File: src/rtl/alu_pkg.sv
// Shared opcode encodings, flag bundle and default width for the ALU datapath.
package alu_pkg;

   localparam int DEF_WIDTH = 32;

   localparam logic [2:0] OP_AND  = 3'd0;
   localparam logic [2:0] OP_OR   = 3'd1;
   localparam logic [2:0] OP_XOR  = 3'd2;
   localparam logic [2:0] OP_NOR  = 3'd3;
   localparam logic [2:0] OP_ADD  = 3'd4;
   localparam logic [2:0] OP_SUB  = 3'd5;
   localparam logic [2:0] OP_SLT  = 3'd6;
   localparam logic [2:0] OP_SLTU = 3'd7;

   typedef struct packed {
      logic zero;
      logic neg;
      logic carry;
      logic ovf;
   } flags_t;

endpackage

File: src/rtl/alu_core.sv
// Combinational op/flag evaluator; shared by the pipelined and single-cycle ALUs.
module alu_core
   import alu_pkg::*;
#(
   parameter int WIDTH = DEF_WIDTH
) (
   input  logic [WIDTH-1:0] a,
   input  logic [WIDTH-1:0] b,
   input  logic [2:0]       op,
   output logic [WIDTH-1:0] result,
   output flags_t           flags
);

   logic [WIDTH:0] sum;
   logic [WIDTH:0] diff;

   assign sum  = {1'b0, a} + {1'b0, b};
   assign diff = {1'b0, a} - {1'b0, b};

   // Select the operation; carry/ovf only meaningful for ADD and SUB.
   always_comb begin
      result = '0;
      flags  = '0;
      case (op)
         OP_AND:  result = a & b;
         OP_OR:   result = a | b;
         OP_XOR:  result = a ^ b;
         OP_NOR:  result = ~(a | b);
         OP_ADD: begin
            result      = sum[WIDTH-1:0];
            flags.carry = sum[WIDTH];
            flags.ovf   = (a[WIDTH-1] == b[WIDTH-1]) && (sum[WIDTH-1] != a[WIDTH-1]);
         end
         OP_SUB: begin
            result      = diff[WIDTH-1:0];
            // diff[WIDTH] is the borrow, so carry means A >= B unsigned
            flags.carry = ~diff[WIDTH];
            flags.ovf   = (a[WIDTH-1] != b[WIDTH-1]) && (diff[WIDTH-1] != a[WIDTH-1]);
         end
         OP_SLT:  result = {{(WIDTH-1){1'b0}}, ($signed(a) < $signed(b))};
         OP_SLTU: result = {{(WIDTH-1){1'b0}}, (a < b)};
         default: result = '0;
      endcase
      flags.zero = (result == '0);
      flags.neg  = result[WIDTH-1];
   end

endmodule

File: src/rtl/alu_pipe.sv
// Two-stage ALU with valid/ready on both sides and a saturating handoff counter.
module alu_pipe
   import alu_pkg::*;
#(
   parameter int WIDTH = DEF_WIDTH,
   parameter int CNT_W = 16
) (
   input  logic             clk,
   input  logic             reset,
   input  logic             in_valid,
   output logic             in_ready,
   input  logic [WIDTH-1:0] in_a,
   input  logic [WIDTH-1:0] in_b,
   input  logic [2:0]       in_op,
   output logic             out_valid,
   input  logic             out_ready,
   output logic [WIDTH-1:0] out_result,
   output logic             out_zero,
   output logic             out_neg,
   output logic             out_carry,
   output logic             out_ovf,
   output logic [CNT_W-1:0] ops_done
);

   logic             s1_valid;
   logic [WIDTH-1:0] s1_a;
   logic [WIDTH-1:0] s1_b;
   logic [2:0]       s1_op;
   logic             s2_valid;
   flags_t           s2_flags;
   logic [WIDTH-1:0] core_result;
   flags_t           core_flags;
   logic             s2_load;
   logic             accept;
   logic             handoff;

   alu_core #(.WIDTH(WIDTH)) u_core (
      .a      (s1_a),
      .b      (s1_b),
      .op     (s1_op),
      .result (core_result),
      .flags  (core_flags)
   );

   assign s2_load  = !s2_valid || out_ready;
   assign in_ready = !s1_valid || s2_load;
   assign accept   = in_valid && in_ready;
   assign handoff  = s2_valid && out_ready;

   // Stage 1: capture operands on accept; drain when S2 takes the beat.
   always_ff @(posedge clk) begin
      if (reset) begin
         s1_valid <= 1'b0;
      end else begin
         if (accept) begin
            s1_valid <= 1'b1;
            s1_a     <= in_a;
            s1_b     <= in_b;
            s1_op    <= in_op;
         end else if (s2_load) begin
            s1_valid <= 1'b0;
         end
      end
   end

   // Stage 2: register the evaluated result; data only moves with a valid beat.
   always_ff @(posedge clk) begin
      if (reset) begin
         s2_valid   <= 1'b0;
         out_result <= '0;
         s2_flags   <= '0;
      end else if (s2_load) begin
         s2_valid <= s1_valid;
         if (s1_valid) begin
            out_result <= core_result;
            s2_flags   <= core_flags;
         end
      end
   end

   // Count handoffs, sticking at all-ones.
   always_ff @(posedge clk) begin
      if (reset) begin
         ops_done <= '0;
      end else if (handoff && (ops_done != {CNT_W{1'b1}})) begin
         ops_done <= ops_done + 1'b1;
      end
   end

   assign out_valid = s2_valid;
   assign out_zero  = s2_flags.zero;
   assign out_neg   = s2_flags.neg;
   assign out_carry = s2_flags.carry;
   assign out_ovf   = s2_flags.ovf;

endmodule

File: config.mk
export PLATFORM = sky130hd
export DESIGN_NAME = alu_pipe
export DESIGN_NICKNAME = d
export VERILOG_FILES = /design/src/rtl/alu_pkg.sv /design/src/rtl/alu_core.sv /design/src/rtl/alu_pipe.sv
export SDC_FILE = /design/constraint.sdc
export NUM_CORES = 1
export LEC_CHECK = 0
export CORE_UTILIZATION = 50
export CTS_CLUSTER_DIAMETER = 80
export DETAILED_ROUTE_END_ITERATION = 7
export GPL_TIMING_DRIVEN = 0
export PLACE_DENSITY_LB_ADDON = 0.12
export SYNTH_ARGS = -nofsm -noshare
export SYNTH_HDL_FRONTEND = slang
export SYNTH_HIERARCHICAL = 1
export SYNTH_SLANG_ARGS = --single-unit
File: constraint.sdc
create_clock -name clk -period 3.61 [get_ports clk]
set_clock_uncertainty 0.15 [all_clocks]
set_input_delay 0.9025 -clock clk [delete_from_list [all_inputs] [get_ports clk]]
set_output_delay 0.9025 -clock clk [all_outputs]
set_load 0.01 [all_outputs]
Yosys cells after proc, flatten, opt, wreduce, memory -nomap -nowiden --
Index checks and enable logic that the tools add are counted.
Cells by class: add/sub/neg operators 3, $lt $le $gt $ge 2, eq/ne operators 12, muxes and demuxes 4, bitwise gates (word level) 6, reductions and logical operators 14
Operator list (count):
- $pmux W32 S8 | 1
- $lt A32 B32 Y1 | 2
- $add A32 B32 Y33 | 1
- $sub A32 B32 Y33 | 1
- $and A32 B32 Y32 | 1
- $logic_not A32 Y1 | 1
- $not A32 Y32 | 1
- $or A32 B32 Y32 | 1
- $xor A32 B32 Y32 | 1
- $add A16 B1 Y16 const B | 1
- $ne A16 B16 Y1 const B | 1
- $eq A3 B3 Y1 const B | 4
- $eq A3 B2 Y1 const B | 2
- $logic_and A1 B1 Y1 | 5
- $pmux W2 S2 | 1
- $reduce_and A2 Y1 | 2
- $eq A3 B1 Y1 const B | 1
- $logic_not A3 Y1 | 1
- $ne A1 B1 Y1 | 3
- $logic_not A1 Y1 | 2
- $logic_or A1 B1 Y1 | 2
- $mux W1 | 2
- $not A1 Y1 | 2
- $reduce_bool A2 Y1 | 1
- $eq A1 B1 Y1 | 1
Word-level totals: register bits after elaboration 121, bits of input ports 71, output and inout bits 54, logic and storage cells 52

Depth between registers and ports, before layout --
depth after elaboration 5, depth in mapped cells 17, depth with buffers taken out 17

Modules after synthesis --
The synthesis kept the hierarchy.
Modules (own cells, without submodules):
- alu_core | times used 1, cells each 1004, area each 6392.4 um^2, sequential area each 0.0 um^2
- alu_pipe | times used 1, cells each 336, area each 4161.5 um^2, sequential area each 3093.0 um^2

Worst setup path after synthesis --
OpenSTA, ideal clock, no wires.
kind reg-to-reg, start point register s1_a[1], end point register s2_flags, in the netlist out_zero, library setup time 70 ps, arrival time 3539 ps, data required time 3390 ps, slack -150 ps, cell stages (with the launch flop) 16, path buffers 0, cell sequence edfxtp_1 inv_1 ha_1 o21ba_2 or4_1 a21bo_1 a41oi_2 o21a_1 a221oi_2 o21bai_2 mux2i_1 or3b_4 a2111oi_4 and3_1 nand2_1 a21oi_1
RTL lines:
- start, declared | line alu_pipe.sv:26 | logic [WIDTH-1:0] s1_a;
- start signal, assigned | line alu_pipe.sv:57 | s1_a <= in_a;
- end signal, assigned | line alu_pipe.sv:76 | s2_flags <= core_flags;
- end, declared | line alu_pipe.sv:30 | flags_t s2_flags;

==> impl_results.md <==
- Outcome: finished with violations
- Failing checks: negative setup slack
- Die Span X: 147 um
- Post-synth top area share: 19.1%
- Most common cell after layout, fill and taps aside: nand2_1
- Final antenna-violating net count: 0
- Die ar.: 21700 um2
- CP required: 3.81 ns
- Footprint of the multi-input gates: 7020 um2
- Tot GR Track Use: 34.3%
- Skew-Pair Late Insertion Delay: 0.43 ns
- Largest net degree at the start of global routing: 37
- R2R depth: 17
- DP Area: 12200 um2
- Largest family of logic cells by synthesized area: compound AO/OA/AOI/OAI gates
- IO buf count: 124
- Final TNS setup: -0.851 ns
- First-pass GRT wire length: 58.2 mm
- Adder-cell share of the synthesized area: 11.9%
- Cell accounting for the most synthesized area: edfxtp_1
- Worst hold endpoint: out_result[3]
- Ys Warns: 6
- Critical R2R Launch: s1_a[0]
- Post-synth EDFFs: 67
- Post-synth net total: 1510
- DR pass1 iterations: 8
- Top post-synthesis cells by area: edfxtp_1 19%, ha_1 11%, dfxtp_1 10%, a21oi_1 7.2%, nand2_1 5.3%
- H-Tree Depth: 4
- Sequential Area: 3090 um2
- Reg clk slew, reported paths: 0.06 ns
- Compound-Gate Fraction of Synth Area: 27.2%
- Max-slew violations: 0
- Reg2reg setup slack: -0.48 ns
- Slowest CP cell: or4b_4
- Seq cells post-synth: 121
- Prevailing post-synth register cell: edfxtp_1
- Core area: 20500 um2
- Syn Inst Count: 1340
- Unrepaired setup endpoints after global routing: true
- CP Cell Sequence: inv_2 -> ha_2 -> inv_1 -> fa_2 -> nor2b_4 -> o311ai_4 -> nand2_2 -> a211oi_1 -> o22ai_1 -> a22o_1 -> or4b_4 -> nor4_4 -> nand4b_1 -> nor4_1 -> and3_1 -> nand2_1 -> a21oi_1
- CTS tree: yes
- Post-route cell area: 13400 um2
- Share of layout cells above drive strength 1: 13.6%
- Initial core utilization: 51.5%
- Fmax: 244 MHz
- Post-synthesis simple-gate area fraction: 20.1%
- Post-DP HPWL: 27.9 mm
- WS Path Type: flop to flop
- Vias per cell: 6.32
- Max_cap viols: 0
- Mux share of post-synthesis cell area: 2.12%
- Commonest non-fill, non-tap cells in the layout: 148 x nand2_1, 145 x a21oi_1, 124 x clkdlybuf4s50_1
- Placed cell count: 1735
- Startpoint Class: flop
- Non-Filler Instances: 1805
- HP Class: flop to flop
- Average size of a mapped cell: 7.88 um2
- Vias in the first global route: 10700
- FP Rows: 52
- Ports: 125
- Synth Cell Area: 10600 um2
- Least-Margin Pin Slew: 0.911 ns
- Final design utilization: 65.6%
- Via count: 11400
- Hold Path Stages: 2
- Crit path DAT: 4.30 ns
- Peak VDD IR: 290 uV
- Relative slew margins: 38.7%
- Overall die height: 147 um
- Synth async-reset ratio: 0%
- Clock root cell: clkbuf_16
- Area growth, synth to finish: 27.4%
- # diodes: 0
- TritonCTS Buffers: 17
- Routed WL per cell: 21.0 um
- Nets: 1692
- Worst stage delay on the critical path: 0.55 ns
- Total power: 4.52 mW
- Netlist cell types: 94
- Min Tclk post-route: 4.09 ns
- Reg2reg end: out_zero
- Post-Route WL: 37.8 mm
- Critical path endpoint category: flop
- Sequential area share after synthesis: 29.3%
- Post-route clock period utilization: 113%
- RePlAce Congestion: 0.975
- Critical Path Fanout Max: 4
- Initial DRC Count: 1352
- Leakage: 5.24 nW
- Hold Path Origin: out_result[3]
- Pwr Density: 336 nW/um2
- Final Hold Viols: 0
- Initial antenna violation count: 0
- # fillers: 1819
- Max Root-Sink Buffers: 2
- Clock sinks: 121
- Synth Area in XOR/XNOR: 1.91%
- Setup violators final: 5
- Final worst slack: -0.485 ns
- Total grt overflow: 0
- DR DRC count: 0
-- per-layer routing --
layer / global-route usage [%] / vias to the layer above / wire length (um)
li1: - / 5251 / -
met1: 44.2 / 5321 / 15600
met2: 54.1 / 687 / 16900
met3: 8.26 / 145 / 3700
met4: 15.9 / 0 / 1630
met5: 0 / - / 0
-- registers in the layout, indices dropped and copies added (netlist names) --
| register | flops |
|---|---|
| s1_op | 3 |
| out_carry | 1 |
| s1_b | 32 |
| out_zero | 1 |
| ops_done | 16 |
| out_ovf | 1 |
| out_result | 32 |
| out_valid | 1 |
| s1_valid | 1 |
| out_neg | 1 |
| s1_a | 32 |
-- report_power, final --
group,leakage (nW),internal (mW),switching (mW)
clock network,0.300,0.995,0.757
logic,3.87,0.489,0.721
registers,1.07,1.51,0.0377
total,5.24,3.00,1.52
-- cells in the mapped netlist (all sizes together) (28+ instances only) --
cell type and n:
nor2 112, clkbuf 59, o21ai 82, inv 103, nand2 149, ha 97
nand3 30, nor3 32, edfxtp 67, dfxtp 54, a21oi 151, buf 28
-- cell families (layout without fill, tap and decap cells) --
kind of cell	count (synthesis)	after routing
AO/OA/AOI/OAI	439	439
XOR/XNOR	23	23
flip-flops	121	121
AND/OR/NAND/NOR	444	444
adder cells (fa/ha/maj)	99	99
multiplexers	20	20
buffers and inverters	194	389
-- worst max-delay path: cells and delay by family (launching register included) --
| kind | cells | cell delay (ns) |
|---|---|---|
| simple gates | 8 | 1.59 |
| flops | 1 | 0.42 |
| buf+inv | 2 | 0.14 |
| compound gates | 5 | 1.20 |
| fa+ha+maj | 2 | 0.52 |
-- what timing repair did --
item | 4_1_cts | 5_1_grt
setup endpoints to repair | 20 | 19
hold endpoints to repair | 0 | 0
hold buffers | 0 | 0
buffers inserted | 18 | 21
gates resized for setup | 47 | 59
cloned | 0 | 0
pin swaps | 14 | 11
-- stage by stage --
step / setup WS, ns / hold WS (ns)
final: -0.485 / 0.308
after global routing: -0.636 / 0.329
after CTS: -0.468 / 0.307
after detailed placement: -1.06 / 0.298
after global placement: -1.18 / 0.292
after floorplan: -0.146 / 0.331
-- how the worst max path moves through the flow --
stage          slack [ns]     from  endpoint  cells after the start
6_report            -0.48  s1_a[0]  out_zero                     17
5_1_grt             -0.64  s1_a[0]  out_zero                     17
4_1_cts             -0.47  s1_a[0]  out_zero                     17
3_5_place_dp        -1.06  s1_a[0]  out_zero                     17
3_3_place_gp        -1.18    reset  s1_a[13]                      3
2_1_floorplan       -0.15  s1_a[1]  out_zero                     15
-- cell type report --
cell class	instances	area share, %
multi-input cells	1025	52.2
flip-flops and latches	121	23.0
repair buffers	164	11.7
clock buffers	19	3.54
plain buffers	86	3.15
inverters	107	2.99
well taps	270	2.51
clock inverters	13	0.912
(Power assumes the default switching activity.)
